### src/rtl/decrypt_function_1.sv
// rtl/decrypt_function_1.sv - two-stage decryptor: rebuilds the key mask and subtracts it from the cipher field
//
// Purpose:
//   Splits a 78-bit encrypted word into cipher field x[60:0], key r[10:0]
//   and tag[5:0]. It rebuilds the 60-bit mask b from r and returns
//   d = x - b as the recovered data. A word is marked malformed when the
//   subtraction borrows or when the difference does not fit in 60 bits.
//   Malformed words are still delivered, never dropped.
//
// Ports:
//   Clk        rising-edge clock
//   Rst_n      asynchronous active-low reset
//   in_valid   upstream word present on in_enc
//   in_ready   block accepts a word this cycle (combinational from out_ready)
//   in_enc     {x[77:17], r[16:6], tag[5:0]}
//   out_valid  result present on out_*
//   out_ready  downstream accepts the result
//   out_data   recovered 60-bit data
//   out_key    recovered key r
//   out_tag    tag, passed through unchanged
//   out_err    result is malformed
//   err_count  saturating count of delivered malformed results

module decrypt_function_1 #(
    parameter int ERR_CNT_W = 16
) (
    input  logic                 Clk,
    input  logic                 Rst_n,
    input  logic                 in_valid,
    output logic                 in_ready,
    input  logic [77:0]          in_enc,
    output logic                 out_valid,
    input  logic                 out_ready,
    output logic [59:0]          out_data,
    output logic [10:0]          out_key,
    output logic [5:0]           out_tag,
    output logic                 out_err,
    output logic [ERR_CNT_W-1:0] err_count
);

    // The mask interleaves r and ~r in 11-bit lanes; the top lane is
    // only 5 bits wide, so it carries r[4:0].
    function automatic logic [59:0] build_mask(input logic [10:0] r);
        logic [59:0] b;
        b        = '0;
        b[10:0]  = r;
        b[21:11] = ~r;
        b[32:22] = ~r;
        b[43:33] = r;
        b[54:44] = ~r;
        b[59:55] = r[4:0];
        return b;
    endfunction

    // Input field split
    logic [60:0] in_x;
    logic [10:0] in_r;
    logic [5:0]  in_tag;

    assign in_x   = in_enc[77:17];
    assign in_r   = in_enc[16:6];
    assign in_tag = in_enc[5:0];

    // Stage 1 registers
    logic        s1_valid;
    logic [60:0] s1_x;
    logic [10:0] s1_r;
    logic [5:0]  s1_tag;
    logic [59:0] s1_b;

    // Stage 2 valid; the S2 data registers are the out_* ports themselves
    logic        s2_valid;

    // Pipeline control
    logic        s2_adv;
    logic        s1_adv;
    logic        accept;
    logic        deliver;

    assign s2_adv    = !s2_valid || out_ready;
    assign s1_adv    = !s1_valid || s2_adv;
    assign in_ready  = s1_adv;
    assign accept    = in_valid && in_ready;
    assign deliver   = s2_valid && out_ready;
    assign out_valid = s2_valid;

    // Subtraction with one extra bit so the borrow out of 61 bits is visible:
    // diff[61] is the borrow (x < b), diff[60] set means d overflows 60 bits.
    logic [61:0] diff;
    logic        diff_err;

    assign diff     = {1'b0, s1_x} - {2'b00, s1_b};
    assign diff_err = diff[61] | diff[60];

    // Stage 1: the payload is only loaded on an accept, so a stalled
    // stage keeps its contents even if upstream changes in_enc.
    always_ff @(posedge Clk or negedge Rst_n) begin
        if (!Rst_n) begin
            s1_valid <= 1'b0;
            s1_x     <= '0;
            s1_r     <= '0;
            s1_tag   <= '0;
            s1_b     <= '0;
        end else begin
            if (s1_adv) begin
                s1_valid <= in_valid;
            end
            if (accept) begin
                s1_x   <= in_x;
                s1_r   <= in_r;
                s1_tag <= in_tag;
                s1_b   <= build_mask(in_r);
            end
        end
    end

    // Stage 2: outputs only change when S2 advances with fresh data,
    // which keeps them stable during a downstream stall.
    always_ff @(posedge Clk or negedge Rst_n) begin
        if (!Rst_n) begin
            s2_valid <= 1'b0;
            out_data <= '0;
            out_key  <= '0;
            out_tag  <= '0;
            out_err  <= 1'b0;
        end else begin
            if (s2_adv) begin
                s2_valid <= s1_valid;
                if (s1_valid) begin
                    out_data <= diff[59:0];
                    out_key  <= s1_r;
                    out_tag  <= s1_tag;
                    out_err  <= diff_err;
                end
            end
        end
    end

    // Error counter: counts delivered malformed results, sticks at all-ones.
    always_ff @(posedge Clk or negedge Rst_n) begin
        if (!Rst_n) begin
            err_count <= '0;
        end else if (deliver && out_err && (err_count != {ERR_CNT_W{1'b1}})) begin
            err_count <= err_count + ERR_CNT_W'(1);
        end
    end

endmodule

### config.mk
export PLATFORM = sky130hd
export DESIGN_NAME = decrypt_function_1
export DESIGN_NICKNAME = d
export VERILOG_FILES = /design/src/rtl/decrypt_function_1.sv
export SDC_FILE = /design/constraint.sdc
export NUM_CORES = 1
export LEC_CHECK = 0
export BUFFER_PORTS_ARGS = -buffer_cell sky130_fd_sc_hd__buf_2
export CORE_AREA = 10 10 207 111
export CTS_CLUSTER_DIAMETER = 60
export CTS_CLUSTER_SIZE = 28
export DETAILED_ROUTE_END_ITERATION = 10
export DIE_AREA = 0 0 217 121
export GPL_ROUTABILITY_DRIVEN = 0
export PLACE_DENSITY = 0.74
export SYNTH_ARGS = -nofsm -noshare
export SYNTH_HDL_FRONTEND = slang
export SYNTH_SLANG_ARGS = --single-unit
### constraint.sdc
create_clock -name Clk -period 3.25 [get_ports Clk]
set_clock_uncertainty 0.05 [all_clocks]
set_input_delay 0 -clock Clk [delete_from_list [all_inputs] [get_ports Clk]]
set_output_delay 0 -clock Clk [all_outputs]
set_load 0.01 [all_outputs]
## Word-level counts from Yosys, hierarchy flattened

Cells that the tools add are included.

| word-level totals | value |
|---|---|
| register bits | 234 |
| latch bits | 0 |
| bits in writable memories | 0 |
| bits in read-only memories | 0 |
| input port bits | 82 |
| word-level logic and storage cells | 25 |
| memories kept | 0 |

| operators by class | value |
|---|---|
| add/sub/neg operators | 2 |
| $mul | 0 |
| divide/modulo/power cells | 0 |
| order comparisons | 0 |
| equality and inequality tests | 1 |
| shifts and indexed selects | 0 |
| muxes and demuxes | 0 |
| bitwise operators | 2 |
| reduce and logical (&&, ||, !) cells | 9 |

Operators with widths:

| kind | count |
|---|---|
| 61-bit by 60-bit subtractor with 62-bit output | 1 |
| 16-bit by 1-bit adder with 16-bit output, second input constant | 1 |
| 16-bit != test, second input constant | 1 |
| 11-bit NOT | 1 |
| 1-bit logical AND | 4 |
| 1-bit zero test | 2 |
| 1-bit logical OR | 2 |
| 2-bit AND reduction | 1 |
| 1-bit OR | 1 |

## Depth between registers and ports, before layout

| logic depth | value |
|---|---|
| word-level depth | 4 |
| mapped depth | 13 |

## Worst setup path before layout

Ideal clock, no wire load.

| timing path | value |
|---|---|
| kind | reg2reg |
| start | reg s1_x[0] |
| end | reg out_data[38] |
| library setup time | 0.129 ns |
| arrival time | 2.745 ns |
| data required time | 3.071 ns |
| slack | 0.326 ns |
| cell stages (with the launch flop) | 14 |
| cell sequence | dfrtp_1 -> inv_1 -> ha_1 -> inv_1 -> fa_1 -> a21o_1 -> a221o_1 -> o211ai_2 -> nand2_2 -> a32o_1 -> or2_4 -> a211oi_2 -> xor2_1 -> o21ai_1 |

| on the way | value |
|---|---|
| cells in the longest elaborated chain, start to end | 1 |

RTL lines:

| what | line | text |
|---|---|---|
| start: declaration | 66 | `logic [60:0] s1_x;` |
| start signal: assignment | 109 | `s1_x <= in_x;` |
| 61-bit by 60-bit subtractor with 62-bit output | 92 | `assign diff = {1'b0, s1_x} - {2'b00, s1_b};` |
| end signal: assignment | 130 | `out_data <= diff[59:0];` |
| end: declaration | 34 | `output logic [59:0] out_data,` |

Every way passes these cells.
A chain may end at the register's enable or synchronous reset.

## Worst setup path in the final report

| timing path | value |
|---|---|
| start | reg s1_b[52] |
| end | reg out_data[53] |

| on the way | value |
|---|---|
| cells in the longest elaborated chain, start to end | 1 |

RTL lines:

| what | line | text |
|---|---|---|
| start: declaration | 69 | `logic [59:0] s1_b;` |
| start signal: assignment | 112 | `s1_b <= build_mask(in_r);` |
| 61-bit by 60-bit subtractor with 62-bit output | 92 |  |

Every way passes these cells.

==> impl_results.md <==
* Cell taking the most area after synthesis: dfrtp_1
* Core area at 0.01928 mm²
* Worst-path fanout max at 8
* FF-to-FF setup slack at 0.1 ns
* Critical Path Max Stage Delay at 0.48 ns
* Fin nets at 1647
* Area of the multi-input gates at 0.005590 mm²
* Final Critical Period at 3.154 ns
* DP HPWL at 24.84 mm
* RSZ-0062 raised after global routing: yes
* Die area at 0.02626 mm²
* CTS tree: done
* Synth cell count leaders: nand2_1, dfrtp_1, o21ai_0
* Vias in the first global route at 10110
* Final Cell Area at 0.01332 mm²
* Async S/R FF share, synth at 1.000
* Pre-CTS WS at 0.08258 ns
* Worst path arrival time at 3.42 ns
* Synthesized Nets at 1397
* WL per Instance at 18.84 µm
* Die Span X at 217 µm
* Setup violators final at 0
* Fill count at 1565
* Synth area leaders: dfrtp_1, nand2_1, ha_1
* Clk buf depth at 2
* Critical Path Sink Type: flip-flop
* Slew margin rel. at 0.3958
* Vias per cell at 5.714
* # diodes at 0
* Initial Utilization at 0.5469
* DR vias at 10180
* RR Startpoint: s1_b[52]
* Max IR drop VDD at 464.3 µV
* Num CTS Buffers at 17
* Yosys warning count at 0
* Pins Over Slew Limit at 0
* Residual DRC count at 0
* Count leader, synth: nand2_1
* Max-cap viol count at 0
* First-pass GRT wire length at 53.85 mm
* Port buffer count at 177
* P_sw at 3712 µW
* Grt total ovfl at 0
* Peak Freq at 317.1 MHz
* Slowest stage cell, crit path: ha_1
* Reg2reg end: out_data[53]
* Synthesized cell area at 0.01054 mm²
* Seq/Total Area, Yosys at 0.4391
* Register area at 0.004629 mm²
* Num rows at 36
* Internal power at 5354 µW
* Critical path startpoint category: flip-flop
* Final worst path period share at 0.9704
* Gr usage total at 0.2564
* H-tree Lvls at 4
* Initial antenna violation count at 0
* Worst Tran Pin Value at 0.9063 ns
* Placed cells at 1664
* Sequential power share at 0.354
* Largest net degree at the start of global routing at 96
* Area growth syn-to-layout at 26.30%
* Syn Inst Count at 1253
* #FFs+latches synth at 185
* Hold Violations, Final at 0
* Req. time, crit path at 3.52 ns
* Skew-Pair Late Insertion Delay at 0.46 ns
* Fin cells at 1782
* Clock Power Share at 0.239
* Area after DPL at 0.01178 mm²
* Most frequent CP cell: o211ai_1
* IO Pins at 178
* DRT Pass-1 Iters at 5
* Final critical-path setup slack at 0.09625 ns
* Status: finished clean
* DRT iter0 DRCs at 1210
* FF-to-FF path depth at 9
* Unique masters post-synth at 62
* Post-synth EDFFs at 0
* Pwr Total at 9067 µW
* Syn Area/Cell at 8.414 µm²
* P_leak at 0.006765 µW
* Die H at 121 µm
* Comb pwr share at 0.407
* Cell Pwr Density at 680.9 mW/mm²
* Synth Flop Type: dfrtp_1
* Crit path cell chain: inv_1, ha_1, nand4_1, nor4_2, o211ai_1, o211ai_1, a31o_2, xnor2_1, o21ai_0
* Drt total wl at 33.57 mm
* Clk root buf: clkbuf_16
* Setup_tns at 0 ns
* Sw Ratio at 0.4094
* CTS clk-pin slew, worst paths at 0.08 ns
* CTS sink count at 185
* Min-Delay Path Class: primary input to asynchronous set/reset pin
* Area fraction of the dominant cell type after synthesis at 0.4391
* Kind of critical path: flip-flop to flip-flop
* Layout cell share with drive strength beyond 1 at 0.1774
* ANT nets after route at 0
## placed cells by master (no fill, tap or decap), types with 3 or more instances in the layout
cell and count:
a211oi_1 3, a21boi_0 14, a21o_1 29, a21oi_1 77, a221o_1 4, a221oi_1 3, a31o_2 3, a31oi_1 9
and2_1 6, and3_1 18, buf_2 176, buf_4 27, clkbuf_16 17, clkinv_8 8, dfrtp_1 185, dlygate4sd3_1 82
ha_1 60, inv_1 44, inv_2 4, inv_8 3, nand2_1 375, nand2b_1 7, nand3_1 14, nand4_1 19
nor2_1 41, nor2b_1 5, nor3_1 9, nor4_1 4, o211ai_1 6, o21ai_0 108, o21ai_1 13, o21ba_2 3
o21bai_1 13, o31ai_1 6, or3_1 3, xnor2_1 42, xor2_1 26
## routing by layer
metal  track usage  up-vias  wire [µm]
met2        0.4047      442      14960
met1        0.3490     4900      14800
met3       0.05600       52       3069
met4       0.07295        0        733
li1              -     4789          -
met5             0        -          0
## kinds of logic after synthesis
family / after synthesis / synth area share
compound gates: 314 / 0.1829
xor+xnor: 68 / 0.05649
fa+ha+maj: 62 / 0.07429
buf+inv: 105 / 0.03750
flops: 185 / 0.4391
mux: 4 / 0.004035
simple gates: 515 / 0.2057
## stage by stage
stage / hold slack (ns) / utilization
2_1_floorplan: -0.3456 / -
3_3_place_gp: 0.08697 / 0.6109
3_5_place_dp: 0.09571 / 0.6109
4_1_cts: 0.1912 / 0.6859
5_1_grt: 0.2165 / 0.6907
6_report: 0.1466 / 0.6907
## worst max-delay path: cells and delay by family, from the launching register on
family | cells | cell delay [ns]
AO/OA/AOI/OAI | 4 | 1.09
XOR/XNOR | 1 | 0.15
adder cells (fa/ha/maj) | 1 | 0.48
buffers and inverters | 1 | 0.14
flip-flops | 1 | 0.32
AND/OR/NAND/NOR | 2 | 0.77
## flip-flops by register name, indices dropped and copies added, names as in the netlist
register,cells
out_valid,1
s1_x,61
s1_valid,1
s1_r,10
out_err,1
out_data,60
s1_b,12
err_count,16
out_tag,6
s1_tag,6
out_key,11
## area by class of cell
cell class              count  area share
clock buffers              17     0.03195
flip-flops and latches    185      0.3477
inverters                  48     0.01353
multi-input cells         963      0.4198
clock inverters            15     0.01513
repair buffers            288      0.1469
well taps                 266     0.02500
## worst max path at each step
stage	startpoint	end	slack, ns	depth (start not counted)
2_1_floorplan	s1_x[0]	out_data[38]	0.33	13
3_3_place_gp	s1_x[0]	out_data[58]	0.15	13
3_5_place_dp	s1_x[0]	out_data[58]	0.08	13
4_1_cts	s1_x[0]	out_data[58]	0.06	13
5_1_grt	s1_b[46]	out_data[59]	-0.009	11
6_report	s1_b[52]	out_data[53]	0.1	9
## power groups by stage
stage	registers, µW	clock network, µW	logic, µW
2_1_floorplan	3380	0	2000
3_3_place_gp	3210	0	3430
3_5_place_dp	3240	0	3500
4_1_cts	3200	2190	3610
5_1_grt	3280	2300	4050
6_report	3210	2170	3690
## timing repair
| item | in CTS | in global routing |
|---|---|---|
| gates resized for setup | 0 | 13 |
| hold buffers | 82 | 0 |
| setup endpoints to repair | 0 | 22 |
| buffers inserted | 0 | 4 |
| hold endpoints to repair | 185 | 0 |
Power figures use the tool's default switching activity.
